$ cat src/rtl/regfile_pkg.sv
`default_nettype none
// ============================================================================
// Module      : regfile_pkg
// Description : Shared register-file widths, types and round-robin index
//               helpers for the write-back scheduler.
// Revision    : 1.0 - initial release
// ============================================================================
package regfile_pkg;

  localparam int DATA_WIDTH    = 32;
  localparam int NUM_REGISTERS = 32;
  localparam int REG_IDX_WIDTH = $clog2(NUM_REGISTERS);

  typedef logic [REG_IDX_WIDTH-1:0] reg_idx_t;
  typedef logic [DATA_WIDTH-1:0]    reg_data_t;

  // (base + off) mod n, for 0 <= base, off < n.
  function automatic int rr_wrap(input int base, input int off, input int n);
    int s;
    s = base + off;
    if (s >= n) s = s - n;
    return s;
  endfunction

  // Index following idx in a ring of n entries.
  function automatic int rr_next(input int idx, input int n);
    return rr_wrap(idx, 1, n);
  endfunction

endpackage
`default_nettype wire

$ cat src/rtl/regfile_wb_sched_if.sv
`default_nettype none
// ============================================================================
// Module      : regfile_wb_sched_if
// Description : Issue-side reserve/query, write-back requester and
//               register-file write bundle for the write-back scheduler.
// Revision    : 1.0 - initial release
// ============================================================================
interface regfile_wb_sched_if #(
  parameter int NUM_REQ       = 3,
  parameter int DATA_WIDTH    = regfile_pkg::DATA_WIDTH,
  parameter int REG_IDX_WIDTH = regfile_pkg::REG_IDX_WIDTH
);

  // Issue-stage reservation and operand queries
  logic                                       reserve_valid;
  logic [REG_IDX_WIDTH-1:0]                   reserve_reg;
  logic                                       reserve_ready;
  logic [REG_IDX_WIDTH-1:0]                   query_reg_1;
  logic [REG_IDX_WIDTH-1:0]                   query_reg_2;
  logic                                       query_busy_1;
  logic                                       query_busy_2;

  // Write-back requesters
  logic [NUM_REQ-1:0]                         req_valid;
  logic [NUM_REQ-1:0][REG_IDX_WIDTH-1:0]      req_reg;
  logic [NUM_REQ-1:0][DATA_WIDTH-1:0]         req_data;
  logic [NUM_REQ-1:0]                         req_ready;

  // Register-file write port and error flag
  logic [REG_IDX_WIDTH-1:0]                   rf_write_register;
  logic [DATA_WIDTH-1:0]                      rf_write_data;
  logic                                       rf_write_data_valid;
  logic                                       wb_unreserved_err;

  modport master (
    output reserve_valid, reserve_reg, query_reg_1, query_reg_2,
           req_valid, req_reg, req_data,
    input  reserve_ready, query_busy_1, query_busy_2, req_ready,
           rf_write_register, rf_write_data, rf_write_data_valid,
           wb_unreserved_err
  );

  modport slave (
    input  reserve_valid, reserve_reg, query_reg_1, query_reg_2,
           req_valid, req_reg, req_data,
    output reserve_ready, query_busy_1, query_busy_2, req_ready,
           rf_write_register, rf_write_data, rf_write_data_valid,
           wb_unreserved_err
  );

endinterface
`default_nettype wire

$ cat src/rtl/rr_arbiter.sv
`default_nettype none
// ============================================================================
// Module      : rr_arbiter
// Description : Round-robin arbiter; one-hot grant searched upward from an
//               internal pointer that moves just past each winner.
// Revision    : 1.0 - initial release
// ============================================================================
module rr_arbiter
  import regfile_pkg::*;
#(
  parameter int N = 3
) (
  input  wire logic         clk,
  input  wire logic         rst,
  input  wire logic [N-1:0] req,
  output logic      [N-1:0] grant
);

  localparam int c_ptr_w = $clog2(N);

  logic [c_ptr_w-1:0] r_ptr;
  logic [c_ptr_w-1:0] w_ptr_next;
  logic [N-1:0]       w_grant;
  logic               w_found;
  int                 w_win;

  // First requester at or after the pointer, wrapping around the ring.
  always_comb begin
    w_grant = '0;
    w_found = 1'b0;
    w_win   = 0;
    for (int k = 0; k < N; k++) begin
      if (!w_found && req[rr_wrap(int'(r_ptr), k, N)]) begin
        w_found = 1'b1;
        w_win   = rr_wrap(int'(r_ptr), k, N);
      end
    end
    if (w_found) w_grant[w_win] = 1'b1;
    w_ptr_next = w_found ? c_ptr_w'(rr_next(w_win, N)) : r_ptr;
  end

  // Pointer advances past the winner; holds when nobody is granted.
  always_ff @(posedge clk) begin
    if (rst) r_ptr <= '0;
    else     r_ptr <= w_ptr_next;
  end

  assign grant = w_grant;

endmodule
`default_nettype wire

$ cat src/rtl/regfile_wb_sched.sv
`default_nettype none
// ============================================================================
// Module      : regfile_wb_sched
// Description : Register scoreboard plus round-robin write-back scheduler
//               feeding a single register-file write port (latency 1).
// Revision    : 1.0 - initial release
// ============================================================================
module regfile_wb_sched #(
  parameter int NUM_REQ       = 3,
  parameter int DATA_WIDTH    = regfile_pkg::DATA_WIDTH,
  parameter int REG_IDX_WIDTH = regfile_pkg::REG_IDX_WIDTH
) (
  input wire logic          clk,
  input wire logic          rst,
  regfile_wb_sched_if.slave bus
);

  localparam int c_num_regs = 1 << REG_IDX_WIDTH;

  logic [c_num_regs-1:0]    r_busy;
  logic                     r_rf_valid;
  logic [REG_IDX_WIDTH-1:0] r_rf_reg;
  logic [DATA_WIDTH-1:0]    r_rf_data;
  logic                     r_err;

  logic [NUM_REQ-1:0]       w_arb_req;
  logic [NUM_REQ-1:0]       w_grant;
  logic                     w_hs;
  logic [REG_IDX_WIDTH-1:0] w_sel_reg;
  logic [DATA_WIDTH-1:0]    w_sel_data;
  logic                     w_clear_hit;
  logic                     w_reserve_ready;
  logic                     w_do_set;
  logic                     w_unreserved;

  // Requests are masked during reset so no grant is issued.
  assign w_arb_req = rst ? '0 : bus.req_valid;

  rr_arbiter #(.N(NUM_REQ)) u_arb (
    .clk   (clk),
    .rst   (rst),
    .req   (w_arb_req),
    .grant (w_grant)
  );

  assign w_hs = |w_grant;

  // Route the granted requester's destination and data.
  always_comb begin
    w_sel_reg  = '0;
    w_sel_data = '0;
    for (int k = 0; k < NUM_REQ; k++) begin
      if (w_grant[k]) begin
        w_sel_reg  = bus.req_reg[k];
        w_sel_data = bus.req_data[k];
      end
    end
  end

  // A clear is in flight for the reservation target if it is being written
  // back now or is on the register-file port now; stalling here keeps a set
  // from colliding with (or being wiped by) the pending clear.
  assign w_clear_hit = (r_rf_valid && (r_rf_reg == bus.reserve_reg)) ||
                       (w_hs && (w_sel_reg == bus.reserve_reg));

  assign w_reserve_ready = !rst &&
                           ((bus.reserve_reg == '0) ||
                            (!r_busy[bus.reserve_reg] && !w_clear_hit));

  assign w_do_set     = bus.reserve_valid && w_reserve_ready && (bus.reserve_reg != '0);
  assign w_unreserved = w_hs && (w_sel_reg != '0) && !r_busy[w_sel_reg];

  // Scoreboard: clear on register-file write, set on accepted reservation.
  always_ff @(posedge clk) begin
    if (rst) begin
      r_busy <= '0;
    end else begin
      if (r_rf_valid) r_busy[r_rf_reg] <= 1'b0;
      if (w_do_set)   r_busy[bus.reserve_reg] <= 1'b1;
    end
  end

  // Register-file write port: one-cycle pipeline of the handshake.
  always_ff @(posedge clk) begin
    if (rst) begin
      r_rf_valid <= 1'b0;
      r_rf_reg   <= '0;
      r_rf_data  <= '0;
    end else begin
      r_rf_valid <= w_hs;
      if (w_hs) begin
        r_rf_reg  <= w_sel_reg;
        r_rf_data <= w_sel_data;
      end
    end
  end

  // Sticky flag for write-backs to registers nobody reserved.
  always_ff @(posedge clk) begin
    if (rst)               r_err <= 1'b0;
    else if (w_unreserved) r_err <= 1'b1;
  end

  assign bus.reserve_ready       = w_reserve_ready;
  assign bus.query_busy_1        = r_busy[bus.query_reg_1];
  assign bus.query_busy_2        = r_busy[bus.query_reg_2];
  assign bus.req_ready           = w_grant;
  assign bus.rf_write_register   = r_rf_reg;
  assign bus.rf_write_data       = r_rf_data;
  assign bus.rf_write_data_valid = r_rf_valid;
  assign bus.wb_unreserved_err   = r_err;

endmodule
`default_nettype wire

$ cat src/flat_wrapper.sv
// flat-port wrapper written by rule: the top's interface ports become plain ports
module regfile_wb_sched_flat 
#(
  parameter int NUM_REQ       = 3,
  parameter int DATA_WIDTH    = regfile_pkg::DATA_WIDTH,
  parameter int REG_IDX_WIDTH = regfile_pkg::REG_IDX_WIDTH
)
  (clk, rst, bus_reserve_valid, bus_reserve_reg, bus_query_reg_1, bus_query_reg_2, bus_req_valid, bus_req_reg, bus_req_data, bus_reserve_ready, bus_query_busy_1, bus_query_busy_2, bus_req_ready, bus_rf_write_register, bus_rf_write_data, bus_rf_write_data_valid, bus_wb_unreserved_err);
  regfile_wb_sched_if #(.NUM_REQ(NUM_REQ), .DATA_WIDTH(DATA_WIDTH), .REG_IDX_WIDTH(REG_IDX_WIDTH)) bus_i ();
  input wire logic clk;
  input wire logic rst;
  input wire logic [$bits(bus_i.reserve_valid)-1:0] bus_reserve_valid;
  input wire logic [$bits(bus_i.reserve_reg)-1:0] bus_reserve_reg;
  input wire logic [$bits(bus_i.query_reg_1)-1:0] bus_query_reg_1;
  input wire logic [$bits(bus_i.query_reg_2)-1:0] bus_query_reg_2;
  input wire logic [$bits(bus_i.req_valid)-1:0] bus_req_valid;
  input wire logic [$bits(bus_i.req_reg)-1:0] bus_req_reg;
  input wire logic [$bits(bus_i.req_data)-1:0] bus_req_data;
  output wire logic [$bits(bus_i.reserve_ready)-1:0] bus_reserve_ready;
  output wire logic [$bits(bus_i.query_busy_1)-1:0] bus_query_busy_1;
  output wire logic [$bits(bus_i.query_busy_2)-1:0] bus_query_busy_2;
  output wire logic [$bits(bus_i.req_ready)-1:0] bus_req_ready;
  output wire logic [$bits(bus_i.rf_write_register)-1:0] bus_rf_write_register;
  output wire logic [$bits(bus_i.rf_write_data)-1:0] bus_rf_write_data;
  output wire logic [$bits(bus_i.rf_write_data_valid)-1:0] bus_rf_write_data_valid;
  output wire logic [$bits(bus_i.wb_unreserved_err)-1:0] bus_wb_unreserved_err;
  assign bus_i.reserve_valid = bus_reserve_valid;
  assign bus_i.reserve_reg = bus_reserve_reg;
  assign bus_i.query_reg_1 = bus_query_reg_1;
  assign bus_i.query_reg_2 = bus_query_reg_2;
  assign bus_i.req_valid = bus_req_valid;
  assign bus_i.req_reg = bus_req_reg;
  assign bus_i.req_data = bus_req_data;
  assign bus_reserve_ready = bus_i.reserve_ready;
  assign bus_query_busy_1 = bus_i.query_busy_1;
  assign bus_query_busy_2 = bus_i.query_busy_2;
  assign bus_req_ready = bus_i.req_ready;
  assign bus_rf_write_register = bus_i.rf_write_register;
  assign bus_rf_write_data = bus_i.rf_write_data;
  assign bus_rf_write_data_valid = bus_i.rf_write_data_valid;
  assign bus_wb_unreserved_err = bus_i.wb_unreserved_err;
  regfile_wb_sched #(.NUM_REQ(NUM_REQ), .DATA_WIDTH(DATA_WIDTH), .REG_IDX_WIDTH(REG_IDX_WIDTH)) u_core (.clk(clk), .rst(rst), .bus(bus_i));
endmodule
$ cat config.mk
export PLATFORM = sky130hd
export DESIGN_NAME = regfile_wb_sched_flat
export DESIGN_NICKNAME = d
export VERILOG_FILES = /design/src/rtl/regfile_pkg.sv /design/src/rtl/regfile_wb_sched_if.sv /design/src/rtl/rr_arbiter.sv /design/src/rtl/regfile_wb_sched.sv /design/src/flat_wrapper.sv
export SDC_FILE = /design/constraint.sdc
export NUM_CORES = 1
export LEC_CHECK = 0
export ABC_CLOCK_PERIOD_IN_PS = 4100
export BUFFER_PORTS_ARGS = -buffer_cell sky130_fd_sc_hd__buf_2
export CORE_UTILIZATION = 47
export CTS_CLUSTER_SIZE = 24
export DETAILED_ROUTE_END_ITERATION = 7
export PLACE_DENSITY = 0.78
export SETUP_SLACK_MARGIN = 0.2
export SYNTH_ARGS = -nofsm -noshare
export SYNTH_HDL_FRONTEND = slang
export SYNTH_SLANG_ARGS = --single-unit
$ cat constraint.sdc
create_clock -name clk -period 4.1 [get_ports clk]
set_clock_uncertainty 0.15 [all_clocks]
set_input_delay 0.615 -clock clk [delete_from_list [all_inputs] [get_ports clk]]
set_output_delay 0.615 -clock clk [all_outputs]
set_load 0.005 [all_outputs]
==> results of run 1 <==
synthesized netlist by cell type (all sizes together), types with 5 or more instances:
library cell | count | area (µm²)
mux2 | 5 | 56.30
nand4 | 6 | 50.04
a21oi | 24 | 123.9
o21ai | 53 | 325.3
nand3b | 10 | 75.07
o211ai | 21 | 162.6
nor3 | 10 | 50.05
nand2b | 6 | 37.54
nor2 | 63 | 236.5
xnor2 | 5 | 43.79
nand2 | 86 | 330.3
and2 | 8 | 50.05
ha | 16 | 200.2
o22ai | 5 | 31.28
o31ai | 6 | 45.04
xor2 | 5 | 43.79
nor2b | 5 | 31.28
inv | 16 | 62.56
nor3b | 6 | 50.05
a2bb2oi | 14 | 122.6
nand3 | 16 | 80.08
mux4 | 28 | 630.6
nor4 | 6 | 37.54
buf | 24 | 190.2
mux2i | 13 | 130.1
a31oi | 6 | 43.79
clkbuf | 30 | 112.6
a221oi | 33 | 295.3
dfxtp | 73 | 1461
power breakdown:
group	leakage [nW]	internal (W)	switching (W)	total [W]
logic	2.21	0.00102	0.00125	0.00227
clock network	0.164	0.000597	0.000312	0.000909
registers	0.601	0.000890	0.000183	0.00107
per-layer routing:
| metal | up-vias | global-route usage, % | wire [µm] | share of wire [%] |
|---|---|---|---|---|
| met5 | - | 0 | 0 | 0 |
| met4 | 0 | 15.33 | 642 | 3.6 |
| met3 | 65 | 5.039 | 1673 | 9.3 |
| met2 | 368 | 52.65 | 8911 | 50 |
| li1 | 2724 | - | - | - |
| met1 | 2737 | 37.06 | 6688 | 37 |
worst max-delay path: stages (launching register included):
cell	delay (ps)
dfxtp_4	390
inv_4	50
ha_4	250
inv_4	80
mux2_4	330
nor2_4	120
a41o_4	290
clkinvlp_4	160
ha_4	230
nor2b_2	180
a21o_1	200
nor4b_2	250
a31oi_1	90
nor2_2	160
o2111ai_4	140
nand2_4	110
a21oi_4	60
buf_2	140
sequential cells by signal (all words and copies together), names as in the netlist:
name / count
u_core.bus.rf_write_data_valid: 1
u_core.bus.wb_unreserved_err: 1
u_core.bus.rf_write_data: 32
u_core.r_busy: 32
u_core.u_arb.r_ptr: 2
u_core.bus.rf_write_register: 5
timing repair:
item                                    4_1_cts  5_1_grt
endpoints found under the setup margin       24       33
pin swaps                                     7        3
gates resized for setup                      13       15
endpoints found under the hold margin         0        0
buffers inserted                              5        5
hold buffers                                  0        0
kinds of logic after synthesis:
| logic type | synth area share [%] |
|---|---|
| AO/OA/AOI/OAI | 24.53 |
| XOR/XNOR | 1.614 |
| adder cells (fa/ha/maj) | 3.689 |
| buffers and inverters | 6.733 |
| flip-flops | 26.93 |
| multiplexers | 15.06 |
| other | 0.06911 |
| AND/OR/NAND/NOR | 21.37 |
worst min-delay path by stage:
stage | endpoint | slack, ps | depth (start not counted)
final | u_core.bus.rf_write_data[14]$_SDFFE_PP0P_ | 300 | 2
after global routing | u_core.bus.rf_write_data[19]$_SDFFE_PP0P_ | 320 | 2
after CTS | u_core.bus.rf_write_data[14]$_SDFFE_PP0P_ | 300 | 2
after detailed placement | u_core.bus.rf_write_data[14]$_SDFFE_PP0P_ | 290 | 2
after global placement | u_core.bus.rf_write_data[6]$_SDFFE_PP0P_ | 280 | 2
after floorplan | u_core.bus.rf_write_data[0]$_SDFFE_PP0P_ | 300 | 2
metrics by stage:
step,util [%],power (W),instances,setup slack (ps)
finish,63.52,0.004249,953,-219.9
global route,63.52,0.004518,953,-439.8
CTS,62.68,0.004142,948,-171.7
detailed placement,58.62,0.003154,927,-59.22
global placement,58.62,0.003092,927,69.66
floorplan,-,0.002522,640,53.11
cell type report:
cell class	instances	area [µm²]
Sequential cell	73	1469
Timing Repair Buffer	211	1147
Clock inverter	6	112.6
Tap cell	140	175.2
Fill cell	928	4024
Multi-Input combinational cell	497	3800
Clock buffer	10	229.0
Inverter	16	73.82
==> flow_metrics.py, run 1 <==
metrics = {
    "cts": {
        "cts_tree": "yes",
        "htreeDepth": 3,
        "clock-sinks": 73,
        "clock_latency_ps": 330,
        "cts.clk_slew.worst_paths_ps": 60,
        "clockBufferDepth": 2,
        "cts_root_buf": "clkbuf_16",
        "cts_buffers": 9,
    },
    "global_route": {
        "antenna_found_initial": 0,
        "grt_overflow": 0,
        "grtUsageTotal_pct": 30.67,
        "grt_pass1_wl_mm": 28.10,
        "grt_pass1_vias": 5626,
        "grt_max_degree": 34,
    },
    "setup_path": {
        "r2r-start": "u_core.u_arb.r_ptr[1]$_SDFFE_PP0P_",
        "crit_end": "bus_reserve_ready",
        "startpoint": "u_core.u_arb.r_ptr[1]$_SDFFE_PP0P_",
        "start_kind": "flop",
        "r2r-end": "u_core.bus.wb_unreserved_err$_SDFFE_PP0P_",
        "cp_max_fo": 12,
        "regToRegSetupSlack_ps": 160,
        "end_kind": "output port",
        "arrival_ps": 3550,
        "critPathKind": "reg2out",
        "ff2ff_path_depth": 18,
        "critical_path_required_ps": 3340,
    },
    "routing": {
        "drt-vias-per-instance": 6.185,
        "drtIter0Drc": 400,
        "wl_mm": 17.92,
        "dr_total_vias": 5894,
        "drtAntennaViolNets": 0,
        "dr.pass1.iters": 5,
        "wl_per_cell_um": 18.80,
        "drc_errors": 0,
    },
    "min_path": {
        "min_path_type": "reg2reg",
        "min_from": "u_core.bus.rf_write_data[14]$_SDFFE_PP0P_",
    },
    "sta": {
        "hold_slack_ps": 301.4,
        "finalWorstSetupSlack_ps": -219.9,
        "fin_setup_tns_ps": -219.9,
        "fmax_mhz": 231.5,
        "finalSetupViolCount": 1,
        "min_period_ps": 4320,
        "slew_violations": 0,
        "fin_crit_sh_pct": 105.4,
        "rsz0062_at_grt": "true",
        "finalHoldViolCount": 0,
        "tightestPinTransition_ps": 600.6,
        "relSlewSlack_pct": 59.90,
    },
    "final_layout": {
        "diodes": 0,
        "syn_to_final_growth_pct": 29.12,
        "final_common_cell": "buf_2",
        "final_cell_mix": "buf_2 (176), nand2_1 (83), dfxtp_1 (71)",
        "drive_gt1_share_pct": 40.10,
        "final_nets": 956,
        "finish.instance_area_mm2": 0.007007,
    },
    "synth": {
        "syn_inst": 635,
        "synthFlopType": "dfxtp_1",
        "syn-mean-instance-area_um2": 8.546,
        "ys_async_sr_fraction_pct": 0,
        "synth_area_mm2": 0.005426,
        "synth-seq-cells": 73,
        "synth.distinct_cells": 65,
        "ys_warn_count": 0,
        "synth_edf_count": 0,
        "synth-seq-area-share_pct": 26.93,
    },
    "placement": {
        "globalplace.congestion": 0.9890,
        "dp_hpwl_mm": 13.53,
        "portBuffers": 176,
        "place_area_mm2": 0.006466,
    },
    "floorplanning": {
        "core.rowCount": 38,
        "die_h_um": 109.5,
        "ioPinCount": 177,
        "dieWidth_um": 109.5,
        "start_util_pct": 49.19,
        "core_area_mm2": 0.01103,
        "die_area_mm2": 0.01198,
    },
    "power_and_ir_drop": {
        "p_per_area_mw_per_mm2": 606.4,
        "p_leak_nw": 2.971,
        "irDropWorstVdd_uv": 342.7,
    },
    "run_status": {
        "violations": "setup timing",
        "outcome": "complete, but fails checks",
    },
    "run": {
        "drv_cap": 0,
    },
}
Note: power is estimated with default switching activity, not from simulation.
==> run 2, diff against run 1 <==
--- a/config.mk
+++ b/config.mk
@@ -6,11 +6,11 @@
 export NUM_CORES = 1
 export LEC_CHECK = 0
 export ABC_CLOCK_PERIOD_IN_PS = 4100
-export BUFFER_PORTS_ARGS = -buffer_cell sky130_fd_sc_hd__buf_2
-export CORE_UTILIZATION = 47
+export CORE_UTILIZATION = 50
 export CTS_CLUSTER_SIZE = 24
 export DETAILED_ROUTE_END_ITERATION = 7
-export PLACE_DENSITY = 0.78
+export DONT_BUFFER_PORTS = 1
+export PLACE_DENSITY = 0.68
 export SETUP_SLACK_MARGIN = 0.2
 export SYNTH_ARGS = -nofsm -noshare
 export SYNTH_HDL_FRONTEND = slang
==> run 2 against run 1 <==
Against the previous run:
- the flow still finishes with violations (setup timing)
- clock power fell by 23%
- cell count decreased by 17%
- register-to-register slack lost 350 ps
- non-clock buffer count fell by 159
- sequential power grew 5%
- die area is 5.9% lower
- design area down 9.0%
- sequential share of layout area increased by 2.1 points
- total power shrank 3.5%
- sequential cell count unchanged
- maximum frequency shrank 2.7%
- first-iteration DRC count increased by 28%
- largest power group unchanged
- highest routed layer unchanged
==> flow_metrics.py, run 2 (synthesis gave the netlist of run 1 again) <==
metrics = {
    "run_status": {
        "outcome": "complete, but fails checks",
        "violations": "setup timing",
    },
    "final_layout": {
        "final_common_cell": "nand2_1",
        "final_cell_mix": "nand2_1 (83), dfxtp_1 (71), nor2_1 (59)",
        "fillers": 836,
        "syn_to_final_growth_pct": 17.48,
        "drive_gt1_share_pct": 27.52,
        "final_nets": 797,
    },
    "cts": {
        "htreeDepth": 3,
        "cts.clk_slew.worst_paths_ps": 80,
        "clock_latency_ps": 360,
        "cts_tree": "yes",
        "cts_root_buf": "clkbuf_8",
        "clockBufferDepth": 2,
        "clock-sinks": 73,
        "cts_buffers": 9,
        "cts_hold_buf": 0,
    },
    "setup_path": {
        "cp_top_family": "compound AO/OA/AOI/OAI gates",
        "cp_max_fo": 7,
        "critPathKind": "reg2out",
        "regToRegSetupSlack_ps": -190,
        "start_kind": "flop",
        "ff2ff_path_depth": 19,
        "r2r-start": "u_core.u_arb.r_ptr[1]$_SDFFE_PP0P_",
        "r2r-end": "u_core.bus.rf_write_data[25]$_SDFFE_PP0P_",
        "crit_buf_inv": 5,
        "slowest_stage": "dfxtp_4",
        "path_cells": "inv_4, ha_4, inv_4, mux2_4, nor2_4, inv_2, nand2_2, a21oi_2, a21oi_2, inv_2, ha_4, buf_8, a21oi_4, a22oi_2, nor4b_4, a31oi_4, nor2_2, o2111ai_4, nand2_4, a21oi_4",
        "arrival_ps": 3680,
        "critPathMaxStageDelay_ps": 390,
        "end_kind": "output port",
        "critical_path_required_ps": 3340,
    },
    "power_and_ir_drop": {
        "p_total_w": 0.004098,
        "irDropWorstVdd_uv": 462.7,
        "p_leak_nw": 2.351,
        "p_per_area_mw_per_mm2": 642.8,
    },
    "min_path": {
        "hold_end": "u_core.bus.wb_unreserved_err$_SDFFE_PP0P_",
        "min_from": "rst",
        "min_path_type": "in2reg",
        "holdPathStages": 1,
    },
    "floorplanning": {
        "die_h_um": 106.2,
        "dieWidth_um": 106.2,
        "ioPinCount": 177,
        "core_area_mm2": 0.01042,
        "start_util_pct": 52.10,
        "die_area_mm2": 0.01127,
        "core.rowCount": 37,
    },
    "routing": {
        "dr_total_vias": 5396,
        "dr.pass1.iters": 6,
        "drtIter0Drc": 512,
        "drtAntennaViolNets": 0,
        "wl_per_cell_um": 22.74,
        "drt-vias-per-instance": 6.822,
        "drc_errors": 0,
        "wl_mm": 17.99,
    },
    "sta": {
        "finalSetupViolCount": 34,
        "min_period_ps": 4441,
        "fmax_mhz": 225.2,
        "finalWorstSetupSlack_ps": -340.8,
        "finalHoldViolCount": 0,
        "rsz0062_at_grt": "true",
        "tightestPinTransition_ps": 1392,
        "relSlewSlack_pct": 7.113,
        "slew_violations": 0,
        "hold_slack_ps": 167.9,
        "fin_crit_sh_pct": 108.3,
    },
    "global_route": {
        "grt_max_degree": 38,
        "grt_pass1_wl_mm": 27.09,
        "grt_pass1_vias": 5152,
        "grtUsageTotal_pct": 31.21,
        "antenna_found_initial": 1,
        "grt_overflow": 0,
    },
    "placement": {
        "globalplace.congestion": 0.9545,
        "portBuffers": 0,
        "dp_hpwl_mm": 12.37,
    },
    "run": {
        "drv_cap": 0,
    },
}
run 2: repair_timing:
item                                    4_1_cts  5_1_grt
gates cloned                                  0        3
endpoints found under the setup margin       24       66
pin swaps                                    25       19
resized for setup                            45       37
buffers inserted                             20       10
run 2: area by class of cell:
type / instances / area (µm²) / area share [%]
Timing Repair Buffer: 52 / 516.7 / 8.106
Tap cell: 136 / 170.2 / 2.669
Clock inverter: 5 / 101.3 / 1.590
Antenna cell: 1 / 2.502 / 0.03925
Sequential cell: 73 / 1469 / 23.04
Multi-Input combinational cell: 497 / 3900 / 61.18
Clock buffer: 11 / 141.4 / 2.218
Inverter: 16 / 73.82 / 1.158
run 2: power by group:
group          internal (W)  total [W]  switching, W  leakage, nW
registers          0.000889    0.00112      0.000235        0.601
logic               0.00104    0.00228       0.00124         1.63
clock network      0.000421   0.000697      0.000277        0.124
run 2: worst max-delay path by stage:
stage	from	end	slack, ps	depth (start not counted)
global route	u_core.u_arb.r_ptr[1]$_SDFFE_PP0P_	bus_reserve_ready	-470	20
CTS	u_core.u_arb.r_ptr[1]$_SDFFE_PP0P_	bus_reserve_ready	-130	19
floorplan	u_core.u_arb.r_ptr[1]$_SDFFE_PP0P_	bus_reserve_ready	50	21
finish	u_core.u_arb.r_ptr[1]$_SDFFE_PP0P_	bus_reserve_ready	-340	20
detailed placement	u_core.u_arb.r_ptr[0]$_SDFFE_PP0P_	bus_reserve_ready	-80	18
global placement	u_core.u_arb.r_ptr[0]$_SDFFE_PP0P_	bus_reserve_ready	60	18
run 2: metrics by stage:
step	TNS (ps)	cell area [µm²]	util (%)	instances	setup WS, ps
detailed placement	-162.0	5548	53.26	741	-80.64
global placement	0	5548	53.26	741	64.03
finish	-2535	6375	61.20	791	-340.8
floorplan	0	5530	-	640	53.11
CTS	-130.2	6132	58.87	777	-130.2
global route	-9536	6375	61.20	791	-471.9
run 2: worst register-to-register path, delay by kind of cell, from the launching register on:
kind / cells / cell delay, ps
buffers and inverters: 8 / 770
and+or+nand+nor: 4 / 1410
DFF: 1 / 390
muxes: 1 / 320
adders and majority gates: 2 / 450
AOI/OAI and AO/OA: 4 / 760
run 2: metal layers:
metal | part of all wire [%] | vias to the layer above | track usage (%)
met3 | 11 | 69 | 8.461
met4 | 4.0 | 0 | 15.28
met5 | 0 | - | 0
met2 | 47 | 394 | 51.39
li1 | - | 2406 | -
met1 | 38 | 2527 | 37.46
==> run 3, diff against run 2 <==
--- a/config.mk
+++ b/config.mk
@@ -6,11 +6,12 @@
 export NUM_CORES = 1
 export LEC_CHECK = 0
 export ABC_CLOCK_PERIOD_IN_PS = 4100
-export CORE_UTILIZATION = 50
+export CAP_MARGIN = 20
+export CORE_UTILIZATION = 40
 export CTS_CLUSTER_SIZE = 24
 export DETAILED_ROUTE_END_ITERATION = 7
 export DONT_BUFFER_PORTS = 1
-export PLACE_DENSITY = 0.68
+export PLACE_DENSITY = 0.56
 export SETUP_SLACK_MARGIN = 0.2
 export SYNTH_ARGS = -nofsm -noshare
 export SYNTH_HDL_FRONTEND = slang
==> run 3 against run 2 <==
Against the previous run:
- the flow still finishes with violations (setup timing)
- sequential power about the same
- clock power up 30%
- first-iteration DRC count up 5.3%
- routed wire length up 0.58%
- register-to-register slack better by 250 ps
- non-clock buffer count down 13
==> flow_metrics.py, run 3 (synthesis gave the netlist of run 1 again) <==
metrics = {
    "setup_path": {
        "critical_path_required_ps": 3340,
        "cp_max_fo": 6,
        "critPathMaxStageDelay_ps": 370,
        "slowest_stage": "dfxtp_4",
        "crit_buf_inv": 5,
        "r2r-end": "u_core.bus.wb_unreserved_err$_SDFFE_PP0P_",
        "critPathKind": "reg2out",
        "cp_common_cell": "a21oi_2",
        "start_kind": "flop",
        "regToRegSetupSlack_ps": 60,
        "ff2ff_path_depth": 21,
        "end_kind": "output port",
        "arrival_ps": 3580,
        "cp_top_family": "compound AO/OA/AOI/OAI gates",
        "path_cells": "inv_4, ha_4, inv_4, mux2_4, nor2_4, inv_2, nand2_2, a21oi_2, a21oi_2, inv_2, ha_4, buf_6, nand3b_1, a21oi_2, xnor2_1, a31oi_1, nor2_2, o2111ai_4, nand2_4, a21oi_2",
        "r2r-start": "u_core.u_arb.r_ptr[0]$_SDFFE_PP0P_",
    },
    "cts": {
        "cts_hold_buf": 0,
        "cts.clk_slew.worst_paths_ps": 60,
        "htreeDepth": 3,
        "cts_root_buf": "clkbuf_16",
        "cts_buffers": 9,
        "clock-sinks": 73,
        "cts_tree": "yes",
        "clockBufferDepth": 2,
        "clock_latency_ps": 340,
    },
    "global_route": {
        "antenna_found_initial": 1,
        "grt_pass1_vias": 5088,
        "grt_max_degree": 38,
        "grt_pass1_wl_mm": 27.47,
        "top_usage_layer": "met2",
        "grtUsageMet3_pct": 5.454,
        "grt_util_met1_pct": 31.35,
        "grt_overflow": 0,
        "gr-usage-met2_pct": 42.02,
        "grtUsageTotal_pct": 25.33,
    },
    "routing": {
        "drt-vias-per-instance": 6.397,
        "wl_per_cell_um": 22.04,
        "drc_errors": 0,
        "drtAntennaViolNets": 0,
        "dr.pass1.iters": 5,
        "dr_total_vias": 5252,
        "wl_mm": 18.09,
        "drtIter0Drc": 539,
    },
    "floorplanning": {
        "dieWidth_um": 118.5,
        "ioPinCount": 177,
        "start_util_pct": 40.98,
        "core.rowCount": 42,
        "core_area_mm2": 0.01324,
        "die_h_um": 118.5,
        "die_area_mm2": 0.01404,
    },
    "final_layout": {
        "multi_input_area_mm2": 0.003895,
        "syn_to_final_growth_pct": 17.27,
        "final_common_cell": "nand2_1",
        "fillers": 1308,
        "regArea_mm2": 0.001469,
        "finish.instance_area_mm2": 0.006364,
        "final_nets": 787,
        "drive_gt1_share_pct": 26.24,
        "final_cell_mix": "nand2_1 (80), dfxtp_1 (71), nor2_1 (61)",
    },
    "sta": {
        "relSlewSlack_pct": 56.98,
        "fin_crit_sh_pct": 106.0,
        "min_period_ps": 4345,
        "slew_violations": 0,
        "tightestPinTransition_ps": 644.4,
        "finalHoldViolCount": 0,
        "finalWorstSetupSlack_ps": -245.4,
        "finalSetupViolCount": 1,
        "fmax_mhz": 230.1,
        "rsz0062_at_grt": "true",
    },
    "min_path": {
        "hold_end": "u_core.bus.wb_unreserved_err$_SDFFE_PP0P_",
        "min_path_type": "in2reg",
        "holdPathStages": 1,
        "min_from": "rst",
    },
    "placement": {
        "globalplace.congestion": 0.9462,
        "dpl_worst_slack_ps": -43.78,
        "dp_hpwl_mm": 13.04,
        "place_area_mm2": 0.005613,
        "portBuffers": 0,
    },
    "power_and_ir_drop": {
        "irDropWorstVdd_uv": 403.1,
        "p_leak_nw": 2.272,
        "p_per_area_mw_per_mm2": 656.0,
    },
    "run_status": {
        "violations": "setup timing",
        "outcome": "complete, but fails checks",
    },
    "run": {
        "drv_cap": 0,
    },
}
run 3: cell count changes in the layout (fill, tap and decap cells not counted), sizes merged:
cell      previous run  this run
buf                 50        39
clkinvlp             1         5
clkbuf              13        11
bufinv               3         2
clkinv               1         2
inv                 16        15
run 3: report_power, final:
part	internal (W)	leakage [nW]	switching (W)	total [W]
logic	0.000950	1.50	0.00120	0.00215
registers	0.000891	0.601	0.000229	0.00112
clock network	0.000588	0.167	0.000318	0.000907
run 3: how the worst max path moves through the flow:
| stage | startpoint | to | cells after the start |
|---|---|---|---|
| floorplan | u_core.u_arb.r_ptr[1]$_SDFFE_PP0P_ | bus_reserve_ready | 21 |
| global placement | u_core.u_arb.r_ptr[1]$_SDFFE_PP0P_ | bus_reserve_ready | 18 |
| detailed placement | u_core.u_arb.r_ptr[0]$_SDFFE_PP0P_ | bus_reserve_ready | 18 |
| CTS | u_core.u_arb.r_ptr[1]$_SDFFE_PP0P_ | bus_reserve_ready | 18 |
| global route | u_core.u_arb.r_ptr[0]$_SDFFE_PP0P_ | bus_reserve_ready | 20 |
| finish | u_core.u_arb.r_ptr[0]$_SDFFE_PP0P_ | bus_reserve_ready | 20 |
run 3: cell type report:
cell class              instances  share of cell area [%]
clock inverters                 5                   1.337
multi-input cells             497                   61.21
inverters                      16                   1.160
clock buffers                  11                   4.149
well taps                     176                   3.460
repair buffers                 39                   5.328
diodes                          1                 0.03932
repair inverters                3                  0.2359
flip-flops and latches         73                   23.08
run 3: stage by stage:
stage / instances / util [%] / TNS (ps) / hold WS, ps / total power, W
3_3_place_gp: 783 / 42.38 / 0 / 324.2 / 0.002911
4_1_cts: 811 / 46.44 / -149.1 / 173.8 / 0.004004
6_report: 821 / 48.05 / -245.4 / 185.5 / 0.004174
5_1_grt: 821 / 48.05 / -570.0 / 176.0 / 0.004442
3_5_place_dp: 783 / 42.38 / -43.78 / 329.5 / 0.002953
2_1_floorplan: 640 / - / 0 / 298.7 / 0.002522
run 3: worst register-to-register path: cells and delay by family, from the launching register on:
family / cells / cell delay (ps)
buffers and inverters: 6 / 640
multiplexers: 2 / 510
flip-flops: 1 / 370
adder cells (fa/ha/maj): 2 / 420
AO/OA/AOI/OAI: 8 / 1480
AND/OR/NAND/NOR: 3 / 360
run 3: per-layer routing:
| layer | up-vias | share of wire (%) |
|---|---|---|
| met5 | - | 0 |
| met4 | 0 | 3.0 |
| met3 | 40 | 10 |
| met2 | 311 | 47 |
| met1 | 2512 | 40 |
| li1 | 2389 | - |
run 3: timing repair:
| item | in CTS | in global routing |
|---|---|---|
| pin swaps | 14 | 10 |
| setup buffers | 12 | 5 |
| gates cloned | 0 | 3 |
| setup endpoints to repair | 33 | 35 |
| gates resized for setup | 27 | 33 |
